File: config.mk
export PLATFORM = sky130hd
export DESIGN_NAME = pin_input_debouncer
export DESIGN_NICKNAME = d
export VERILOG_FILES = /design/src/rtl/pin_input_debouncer.sv
export SDC_FILE = /design/constraint.sdc
export NUM_CORES = 1
export LEC_CHECK = 0
export ABC_AREA = 1
export BUFFER_PORTS_ARGS = -buffer_cell sky130_fd_sc_hd__buf_4
export CELL_PAD_IN_SITES_DETAIL_PLACEMENT = 2
export CELL_PAD_IN_SITES_GLOBAL_PLACEMENT = 2
export CORE_ASPECT_RATIO = 1.2
export CORE_UTILIZATION = 40
export DETAILED_ROUTE_END_ITERATION = 10
export PLACE_DENSITY_LB_ADDON = 0.15
export SKIP_CTS_REPAIR_TIMING = 1
export SYNTH_ARGS = -nofsm -noshare
export SYNTH_HDL_FRONTEND = slang
export SYNTH_SLANG_ARGS = --single-unit
export TNS_END_PERCENT = 10
File: constraint.sdc
create_clock -name clock -period 7.3 [get_ports clock]
set_input_delay 0 -clock clock [delete_from_list [all_inputs] [get_ports clock]]
set_output_delay 0 -clock clock [all_outputs]
set_load 0.05 [all_outputs]
File: src/rtl/pin_input_debouncer.sv
// Pin-bus front end: 2-flop synchroniser, independent per-bit debounce, and a small
// first-word-fall-through FIFO that reports each debounced change as {new level, flipped bits}.
module pin_input_debouncer #(
    parameter int               WIDTH         = 8,
    parameter int               STABLE_CYCLES = 4,
    parameter int               FIFO_DEPTH    = 4,
    parameter logic [WIDTH-1:0] RESET_VALUE   = '0
) (
    input  logic                        clock,
    input  logic                        reset,
    input  logic [WIDTH-1:0]            pin_in,
    output logic [WIDTH-1:0]            level_out,
    output logic                        out_valid,
    input  logic                        out_ready,
    output logic [WIDTH-1:0]            out_value,
    output logic [WIDTH-1:0]            out_mask,
    output logic [$clog2(FIFO_DEPTH):0] fifo_level,
    output logic                        overflow,
    input  logic                        clear_overflow
);

    localparam int               PTR_W      = $clog2(FIFO_DEPTH);
    localparam logic [7:0]       CNT_LAST   = 8'(STABLE_CYCLES - 1);
    localparam logic [PTR_W:0]   LEVEL_FULL = (PTR_W + 1)'(FIFO_DEPTH);
    localparam logic [PTR_W:0]   LEVEL_ONE  = (PTR_W + 1)'(1);
    localparam logic [PTR_W-1:0] PTR_ONE    = PTR_W'(1);

    logic [WIDTH-1:0] sync1_q;
    logic [WIDTH-1:0] sync2_q;

    logic [WIDTH-1:0] level_q;
    logic [WIDTH-1:0] level_d;
    logic [WIDTH-1:0] flip_mask;
    logic [7:0]       cnt_q [WIDTH];
    logic [7:0]       cnt_d [WIDTH];

    logic [WIDTH-1:0] mem_value_q [FIFO_DEPTH];
    logic [WIDTH-1:0] mem_value_d [FIFO_DEPTH];
    logic [WIDTH-1:0] mem_mask_q  [FIFO_DEPTH];
    logic [WIDTH-1:0] mem_mask_d  [FIFO_DEPTH];
    logic [PTR_W-1:0] wr_ptr_q;
    logic [PTR_W-1:0] wr_ptr_d;
    logic [PTR_W-1:0] rd_ptr_q;
    logic [PTR_W-1:0] rd_ptr_d;
    logic [PTR_W:0]   count_q;
    logic [PTR_W:0]   count_d;
    logic             overflow_q;
    logic             overflow_d;

    logic fifo_full;
    logic push_req;
    logic push_ok;
    logic pop;
    logic drop;

    // A bit only flips once it has disagreed with the debounced level for
    // STABLE_CYCLES consecutive synchronised samples; any agreement restarts it.
    always_comb begin
        level_d   = level_q;
        flip_mask = '0;
        cnt_d     = cnt_q;
        for (int i = 0; i < WIDTH; i++) begin
            if (sync2_q[i] == level_q[i]) begin
                cnt_d[i] = 8'd0;
            end else if (cnt_q[i] == CNT_LAST) begin
                level_d[i]   = sync2_q[i];
                cnt_d[i]     = 8'd0;
                flip_mask[i] = 1'b1;
            end else begin
                cnt_d[i] = cnt_q[i] + 8'd1;
            end
        end
    end

    // A push into a full FIFO still succeeds if the head leaves on the same edge.
    always_comb begin
        fifo_full = (count_q == LEVEL_FULL);
        push_req  = |flip_mask;
        pop       = out_valid && out_ready;
        push_ok   = push_req && (!fifo_full || pop);
        drop      = push_req && fifo_full && !pop;

        mem_value_d = mem_value_q;
        mem_mask_d  = mem_mask_q;
        if (push_ok) begin
            mem_value_d[wr_ptr_q] = level_d;
            mem_mask_d[wr_ptr_q]  = flip_mask;
        end

        wr_ptr_d = push_ok ? wr_ptr_q + PTR_ONE : wr_ptr_q;
        rd_ptr_d = pop ? rd_ptr_q + PTR_ONE : rd_ptr_q;

        case ({push_ok, pop})
            2'b10:   count_d = count_q + LEVEL_ONE;
            2'b01:   count_d = count_q - LEVEL_ONE;
            default: count_d = count_q;
        endcase

        if (drop) begin
            overflow_d = 1'b1;
        end else if (clear_overflow) begin
            overflow_d = 1'b0;
        end else begin
            overflow_d = overflow_q;
        end
    end

    // The synchroniser is a bare flop chain so both stages can be placed together.
    always_ff @(posedge clock or posedge reset) begin
        if (reset) begin
            sync1_q     <= RESET_VALUE;
            sync2_q     <= RESET_VALUE;
            level_q     <= RESET_VALUE;
            cnt_q       <= '{default: '0};
            mem_value_q <= '{default: '0};
            mem_mask_q  <= '{default: '0};
            wr_ptr_q    <= '0;
            rd_ptr_q    <= '0;
            count_q     <= '0;
            overflow_q  <= 1'b0;
        end else begin
            sync1_q     <= pin_in;
            sync2_q     <= sync1_q;
            level_q     <= level_d;
            cnt_q       <= cnt_d;
            mem_value_q <= mem_value_d;
            mem_mask_q  <= mem_mask_d;
            wr_ptr_q    <= wr_ptr_d;
            rd_ptr_q    <= rd_ptr_d;
            count_q     <= count_d;
            overflow_q  <= overflow_d;
        end
    end

    assign level_out  = level_q;
    assign out_valid  = (count_q != '0);
    assign out_value  = out_valid ? mem_value_q[rd_ptr_q] : '0;
    assign out_mask   = out_valid ? mem_mask_q[rd_ptr_q] : '0;
    assign fifo_level = count_q;
    assign overflow   = overflow_q;

endmodule

==> results of run 1 <==
[where the power goes]
part,internal [mW],leakage (nW),switching (mW),total [mW]
sequential,1.10,2.10,0.185,1.29
clock,0.704,0.344,0.370,1.07
combinational,0.412,1.89,1.16,1.57
total,2.22,4.34,1.71,3.94
[cells by family after synthesis]
logic type | after synthesis
flip-flops | 160
AO/OA/AOI/OAI | 186
buffers and inverters | 162
adder cells (fa/ha/maj) | 13
XOR/XNOR | 14
AND/OR/NAND/NOR | 358
[routing by layer]
metal	global-route usage, %	vias up	wire [um]
li1	-	2925	-
met1	28.1	3246	9120
met2	47.3	75	12400
met3	3.79	44	445
met4	9.64	0	520
met5	0	-	0
[metrics by stage]
step                      utilization [%]  power, mW
final                                47.8       3.94
after global routing                 47.8       4.15
after CTS                            47.2       3.97
after detailed placement             43.3       2.85
after global placement               43.3       2.75
after floorplan                         -       2.37
[worst max-delay path, stage by stage, from the launching register on]
cell and delay (ns):
dfrtp_1 1.10, inv_1 0.83, a21oi_1 0.33, o21ai_0 0.12, a21oi_1 0.23, buf_4 0.25
[cell type report]
cell class | instances | area [sq um] | area share, %
Clock buffer | 22 | 474 | 5.44
Multi-Input combinational cell | 571 | 2790 | 32.0
Tap cell | 224 | 280 | 3.22
Timing Repair Buffer | 52 | 418 | 4.80
Inverter | 137 | 519 | 5.96
Sequential cell | 160 | 4000 | 46.0
Clock inverter | 10 | 229 | 2.63
[state kept, by name, indices dropped and copies added (netlist names)]
name	count
mem_mask_q	32
rd_ptr_q	2
level_out	8
wr_ptr_q	2
cnt_q	64
mem_value_q	32
sync1_q	8
fifo_level	3
sync2_q	8
overflow	1
[Yosys cell counts (all sizes together)]
cell type	number	share of area, %
buf	10	1.4
and3	5	0.42
nand3	41	2.8
xor2	8	0.94
nor3b	3	0.37
nand2	204	11
o21ai	110	7.4
clkinv	2	0.10
fa	1	0.27
xnor2	6	0.70
clkbuf	15	0.75
a21oi	75	5.0
dfrtp	160	54
nand4	3	0.25
nor2	74	4.5
or2	3	0.25
ha	12	2.0
nor3	25	1.7
inv	135	6.8
a31oi	1	0.084
[path summary, 6_finish.rpt]
path | from | slack, ns | endpoint
setup / recovery | rd_ptr_q[0]$_DFFE_PP0P_ | 3.98 | out_mask[5]
hold / removal | out_ready | 0.08 | rd_ptr_q[1]$_DFFE_PP0P_
setup reg to reg | cnt_q[0]$_DFF_PP0_ | 4.42 | mem_mask_q[18]$_DFFE_PP0P_
hold reg to reg | sync1_q[5]$_DFF_PP0_ | 0.35 | sync2_q[5]$_DFF_PP0_
max in group asynchronous | reset | 5.45 | mem_value_q[6]$_DFFE_PP0P_
min in group asynchronous | reset | 0.30 | cnt_q[28]$_DFF_PP0_
==> metrics.cfg, run 1 <==
[detailed_routing]
antenna_left = 0
drtIter0Drc = 207
wl_per_cell_um = 19.1
first_pass_iters = 4
vias_per_cell = 5.35
vias = 6290
drc_errors = 0
drt_wl_total_mm = 22.5

[critical_path]
ff2ff_path_depth = 10
crit_path_end_kind = primary output
crit_type = reg -> out
worstPathArrival_ns = 3.32
cp.required_ns = 7.30
start_kind = flop
path_max_fanout = 35

[placement]
placed_area_sq_um = 7900
port_buffers = 40
dp_hpwl_mm = 14.5
placedCellCount = 1133
pre_cts_ws_ns = 4.45
place.gp.congestion = 0.790

[final_layout]
layout_commonest_cell = nand2_1
nets = 964
nFillCells = 1974
diodes = 0
fin_area_sq_um = 8710
layout-drive-gt1-share_pct = 11.1
areaGrowthSynthToFinish_pct = 16.7
layout.cells.non_filler = 1176
layout_common_cells = nand2_1 (195), dfrtp_1 (160), inv_1 (120)

[power_and_ir_drop]
irDropWorstVdd_mv = 0.189
powerDensity_nw_per_um2 = 452
p_leak_nw = 4.34

[timing]
fin_setup_tns_ns = 0
period_needed_ns = 3.32
worst_pin_slew_ns = 1.15
slew_viol_final = 0
worst_slack_ns = 3.98
fmax_ghz = 0.302
fin_crit_sh_pct = 45.4
finClkSkew_ns = 0.00790
hold_ws_ns = 0.0807
setup_violations = 0
hold_viol_final = 0
rsz0062_at_grt = false
relSlewSlack_pct = 23.5

[yosys]
synth_top_family_by_area = simple AND/OR/NAND/NOR gates
synthesis.area_sq_um = 7470
netlist_instances = 893
syn_nets = 918
ys_seq_area_share_pct = 53.6
synth-xor-area-share_pct = 1.64
ys_seq_elements = 160
ys_types = 32
avgSynthCellArea_sq_um = 8.36
yosys_warnings = 0
yosys-mux-area-fraction_pct = 0
yosys.area_share.simple_pct = 20.9
synthAdderAreaFrac_pct = 2.28
synth_compound_area_share_pct = 12.5

[min_path]
min_path_cells = 5
hp-class = in -> reg

[floorplan]
coreArea_sq_um = 18200
chipWidth_um = 127
ios = 41
die_h_um = 152
dieArea_sq_um = 19200
rows = 54
initial_utilization_pct = 40.9

[clock_network]
clock_latency_ns = 0.43
cts_tree = yes
clock_path_buffers = 2
clockRootBuffer = clkbuf_16
cts.htree.levels = 4
cts.sinks = 160
cts_buffers = 17
clkSlewWorstSetupHoldPaths_ns = 0.06

[status]
status = complete, no violations

[global_route]
track_usage_pct = 24.9
grt_pass1_wl_mm = 36.5
grt_pass1_vias = 6973
antenna_found_initial = 0
grt-ovfl-total = 0
grt_max_degree = 86

[job]
timing.max_cap.violations = 0

No activity file was read; power rests on OpenSTA's default activity.
==> inputs of run 2 (changes only) <==
- ABC_AREA: 1 -> 0
- CORE_UTILIZATION: 40 -> 41
- clock period: 7.3 -> 3.5 ns (I/O delays scaled with it)
==> run 2 against run 1 <==
Compared with the run above:
- synthesized area decreased by 7.0%
- critical path depth increased by 5
- final area decreased by 4.4%
- power increased by 97%
- worst hold slack improved by 0.14 ns
- first-iteration DRC count decreased by 5.8%
- clock skew increased by 0.0047 ns
- clock power increased by 100%
- sequential share of layout area increased by 2.1 points
- flip-flop and latch count unchanged
- register-to-register slack got worse by 4.1 ns
==> metrics.cfg, run 2 <==
[status]
status = complete, no violations

[yosys]
ys_types = 37
yosys_warnings = 0
synthTopCellsByArea = dfrtp_1 (58%), xor2_1 (5.3%), mux4_2 (5.2%), o21ai_0 (4.8%), nand2_1 (4.5%)
ys_async_sr_fraction_pct = 100
ys_seq_area_share_pct = 57.6
synth-edff-count = 0
synth_top_area_cell = dfrtp_1
avgSynthCellArea_sq_um = 11.2
syn_nets = 646
netlist_instances = 621
synthesis.area_sq_um = 6950
synthFlopType = dfrtp_1
ys_top_cells_by_count = dfrtp_1 (160), nand2_1 (83), o21ai_0 (67)
synth_most_common_cell = dfrtp_1
synth_top_cell_area_share_pct = 57.6
ys_seq_elements = 160

[detailed_routing]
vias_per_cell = 5.38
wl_per_cell_um = 20.2
drt_wl_total_mm = 18.3
drc_errors = 0
antenna_left = 0
first_pass_iters = 4
vias = 4881
drtIter0Drc = 195

[critical_path]
reg2reg_slack_ns = 0.33
crit_path_end_kind = flop
cp.required_ns = 3.86
path_cells = ha_1 > nor4b_1 > nand3_1 > nand4_4 > or2_1 > nor2_1 > fa_1 > or2_2 > o22ai_1 > xor2_1
crit_path_max_incr_delay_ns = 0.42
slowest_stage = dfrtp_1
endpoint = fifo_level[2]$_DFFE_PP0P_
path_max_fanout = 9
ff2ff_path_depth = 10
worstPathArrival_ns = 3.52
r2r-start = cnt_q[24]$_DFF_PP0_
crit_type = reg -> reg
cp_top_family = simple AND/OR/NAND/NOR gates
cp_num_buf_inv = 0
timing.rr.end = fifo_level[2]$_DFFE_PP0P_
start_kind = flop
path_depth = 10
crit_start = cnt_q[24]$_DFF_PP0_

[final_layout]
seq_area_sq_um = 4000
reg_top3 = cnt_q (64), mem_mask_q (32), mem_value_q (32)
layout.cells.non_filler = 907
final_util_pct = 50.8
regMostFlops = cnt_q
layout-drive-gt1-share_pct = 15.8
layout_common_cells = dfrtp_1 (160), nand2_1 (83), o21ai_0 (67)
layout_commonest_cell = dfrtp_1
diodes = 0
areaGrowthSynthToFinish_pct = 19.9
multi_input_area_sq_um = 2830
nets = 707
nFillCells = 1635
largest_reg_flops = 64

[floorplan]
chipWidth_um = 121
rows = 51
dieArea_sq_um = 17500
die_h_um = 145
initial_utilization_pct = 42.4
ios = 41
coreArea_sq_um = 16400

[power_and_ir_drop]
irDropWorstVdd_mv = 0.473
p_leak_nw = 3.93
powerDensity_nw_per_um2 = 932

[global_route]
antenna_found_initial = 0
grt_pass1_vias = 5730
grt-ovfl-total = 0
grt_pass1_wl_mm = 30.4
grt_max_degree = 161
track_usage_pct = 23.2

[clock_network]
clkSlewWorstSetupHoldPaths_ns = 0.07
clockRootBuffer = clkbuf_16
cts_tree = yes
cts.htree.levels = 4
cts.sinks = 160
clock_latency_ns = 0.44
cts_buffers = 17
clock_path_buffers = 2

[min_path]
min_from = pin_in[3]
min_path_cells = 2
hp-class = in -> reg

[timing]
finClkSkew_ns = 0.0126
period_needed_ns = 3.17
slew_viol_final = 0
hold_ws_ns = 0.221
fmax_ghz = 0.316
rsz0062_at_grt = false
relSlewSlack_pct = 37.8
fin_setup_tns_ns = 0
worst_pin_slew_ns = 0.929
setup_violations = 0
worst_slack_ns = 0.332
fin_crit_sh_pct = 90.5
hold_viol_final = 0

[placement]
placedCellCount = 864
pre_cts_ws_ns = 0.404
dp_hpwl_mm = 11.5
place.gp.congestion = 0.827
port_buffers = 40

[job]
timing.max_cap.violations = 0

-- run 2: cell count changes after synthesis, sizes merged, moves of 6 or more --
| cell | before | now |
|---|---|---|
| a21oi | 75 | 0 |
| and2 | 0 | 22 |
| and3 | 5 | 20 |
| buf | 10 | 4 |
| inv | 135 | 12 |
| mux2i | 0 | 9 |
| mux4 | 0 | 16 |
| nand2 | 204 | 83 |
| nor2 | 74 | 61 |
| nor3 | 25 | 5 |
| o21ai | 110 | 67 |
| xnor2 | 6 | 20 |
| xor2 | 8 | 42 |
-- run 2: cell families after synthesis --
group / synth area share, %
AND/OR/NAND/NOR: 17.8
flip-flops: 57.6
AO/OA/AOI/OAI: 5.78
XOR/XNOR: 7.82
buffers and inverters: 1.84
multiplexers: 6.65
adder cells (fa/ha/maj): 2.45
-- run 2: metrics by stage --
step	power, mW	instance area [sq um]
after floorplan	4.65	6950
after global placement	5.38	7520
after detailed placement	5.58	7520
after CTS	7.85	8210
after global routing	8.21	8330
final	7.77	8330
-- run 2: cell type report --
cell class,instances,share of cell area [%]
sequential,160,48.1
multi-input combinational,430,33.9
timing repair buffer,61,5.98
clock buffer,22,5.81
tap,212,3.18
clock inverter,10,2.45
inverter,12,0.586
-- run 2: worst register-to-register path: cells and delay by family (launching register included) --
kind                       cells  cell delay [ns]
xor gates and xnor gates       1             0.20
DFF                            1             0.42
AOI/OAI and AO/OA              1             0.21
and+or+nand+nor                6             1.62
adders and majority gates      2             0.65
-- run 2: worst min path at each step --
stage | to
after floorplan | sync1_q[0]$_DFF_PP0_
after global placement | sync1_q[5]$_DFF_PP0_
after detailed placement | sync1_q[4]$_DFF_PP0_
after CTS | sync1_q[5]$_DFF_PP0_
after global routing | sync1_q[0]$_DFF_PP0_
final | sync1_q[3]$_DFF_PP0_
-- run 2: report_power, final --
group          internal, mW  switching, mW  total, mW
Clock                  1.41          0.764       2.18
Combinational         0.982           1.81       2.79
Sequential             2.34          0.466       2.80
Total                  4.73           3.04       7.77
-- run 2: routing by layer --
metal / wire length, um / global-route usage [%]
met1: 7450 / 26.1
met2: 10100 / 42.8
met3: 347 / 4.06
met4: 442 / 10.6
met5: 0 / 0
==> inputs of run 3 (changes only) <==
- ABC_AREA: 0 -> 1
- CORE_UTILIZATION: 41 -> 37
==> run 3 against run 2 <==
Compared with the run above:
- utilization is 6.8 points lower
- sequential share of layout area is 1.9 points lower
- combinational power increased by 23%
- highest routed layer unchanged
- critical path type unchanged
- clock power is 17% lower
- critical path depth unchanged
- global-route usage decreased by 0.86 points
- register-to-register slack better by 0.35 ns
- die area rose by 19%
==> metrics.cfg, run 3 (synthesis results as in run 1) <==
[clock_network]
cts_buffers = 17
clkSlewWorstSetupHoldPaths_ns = 0.07
cts.sinks = 160
clock_path_buffers = 2
clockRootBuffer = clkbuf_16
clock_latency_ns = 0.43
cts_tree = yes
cts.htree.levels = 4

[detailed_routing]
drt_wl_total_mm = 21.7
met1Wirelength_mm = 8.88
antenna_left = 0
met2_length_mm = 11.7
wl_per_cell_um = 17.8
vias_per_cell = 5.08
top_layer_used = met4
route.met3.wl_um = 682
first_pass_iters = 4
drc_errors = 0
vias = 6179
drtIter0Drc = 211

[floorplan]
dieArea_sq_um = 20800
coreArea_sq_um = 19700
initial_utilization_pct = 37.9
rows = 56
chipWidth_um = 132
die_h_um = 158
ios = 41

[status]
status = complete, no violations

[min_path]
hp-class = in -> reg

[global_route]
antenna_found_initial = 0
grt_pass1_vias = 7137
track_usage_pct = 22.4
grt-ovfl-total = 0
grt_pass1_wl_mm = 36.1
grt_max_degree = 161

[critical_path]
crit_path_max_incr_delay_ns = 0.72
crit_type = reg -> reg
path_cells = ha_1 > nand2_1 > nor2_1 > nand3_1 > nand2_1 > nor2_2 > nand2_4 > nand2_4 > nor2_4 > o21ai_0
cp_num_buf_inv = 0
worstPathArrival_ns = 3.09
cp_top_family = simple AND/OR/NAND/NOR gates
cp.required_ns = 3.77
crit_path_end_kind = flop
start_kind = flop
slowest_stage = nor2_4
path_max_fanout = 39

[power_and_ir_drop]
irDropWorstVdd_mv = 0.406
p_leak_nw = 4.28
total_power_mw = 7.83
powerDensity_nw_per_um2 = 904

[final_layout]
reg_top3 = cnt_q (64), mem_mask_q (32), mem_value_q (32)
largest_reg_flops = 64
regMostFlops = cnt_q
diodes = 0
fin_area_sq_um = 8670
nets = 968
areaGrowthSynthToFinish_pct = 16.1
layout_common_cells = nand2_1 (195), dfrtp_1 (160), inv_1 (120)
layout_commonest_cell = nand2_1
layout-drive-gt1-share_pct = 11.5
nFillCells = 2212

[timing]
fmax_ghz = 0.355
finClkSkew_ns = 0.00924
relSlewSlack_pct = 28.0
hold_viol_final = 0
fin_crit_sh_pct = 80.5
hold_ws_ns = 0.0711
period_needed_ns = 2.82
setup_violations = 0
slew_viol_final = 0
worst_pin_slew_ns = 1.08
worst_slack_ns = 0.684
rsz0062_at_grt = false
fin_setup_tns_ns = 0

[placement]
port_buffers = 40
pre_cts_ws_ns = 0.710
place.gp.congestion = 0.756
dp_hpwl_mm = 14.2
placed_area_sq_um = 7990

[job]
timing.max_cap.violations = 0

==> run 3: layer usage <==
metal,up-vias,GRT usage [%]
met1,3135,24.4
met3,41,4.58
li1,2924,-
met4,0,9.03
met2,79,42.2
met5,-,0
==> run 3: through the flow <==
stage	utilization (%)	instances
floorplan	-	893
global placement	40.6	1174
detailed placement	40.6	1174
CTS	43.5	1206
global route	44.0	1217
finish	44.0	1217
==> run 3: worst paths after layout <==
path	slack, ns	start	endpoint	cells after the start
max	0.68	cnt_q[48]$_DFF_PP0_	mem_mask_q[15]$_DFFE_PP0P_	10
min	0.07	out_ready	rd_ptr_q[1]$_DFFE_PP0P_	5
max reg2reg	0.68	cnt_q[48]$_DFF_PP0_	mem_mask_q[15]$_DFFE_PP0P_	10
min reg2reg	0.35	sync1_q[5]$_DFF_PP0_	sync2_q[5]$_DFF_PP0_	0
max in group asynchronous	2.45	reset	mem_mask_q[25]$_DFFE_PP0P_	4
min in group asynchronous	0.35	reset	cnt_q[26]$_DFF_PP0_	4
==> run 3: worst reg2reg max path, delay by kind of cell (launching register included) <==
family                   cells  cell delay [ns]
AO/OA/AOI/OAI                1             0.22
AND/OR/NAND/NOR              8             1.85
flip-flops                   1             0.37
adder cells (fa/ha/maj)      1             0.22
==> run 3: layout make-up <==
type	instances	area (sq um)	area share (%)
Sequential cell	160	4000	46.2
Clock buffer	21	460	5.31
Clock inverter	11	109	1.26
Timing Repair Buffer	56	460	5.31
Multi-Input combinational cell	571	2790	32.2
Inverter	137	518	5.98
Tap cell	261	327	3.77
==> run 3: report_power, final <==
| group | internal (mW) | switching (mW) |
|---|---|---|
| clock network | 1.02 | 0.799 |
| logic | 0.888 | 2.55 |
| registers | 2.30 | 0.268 |
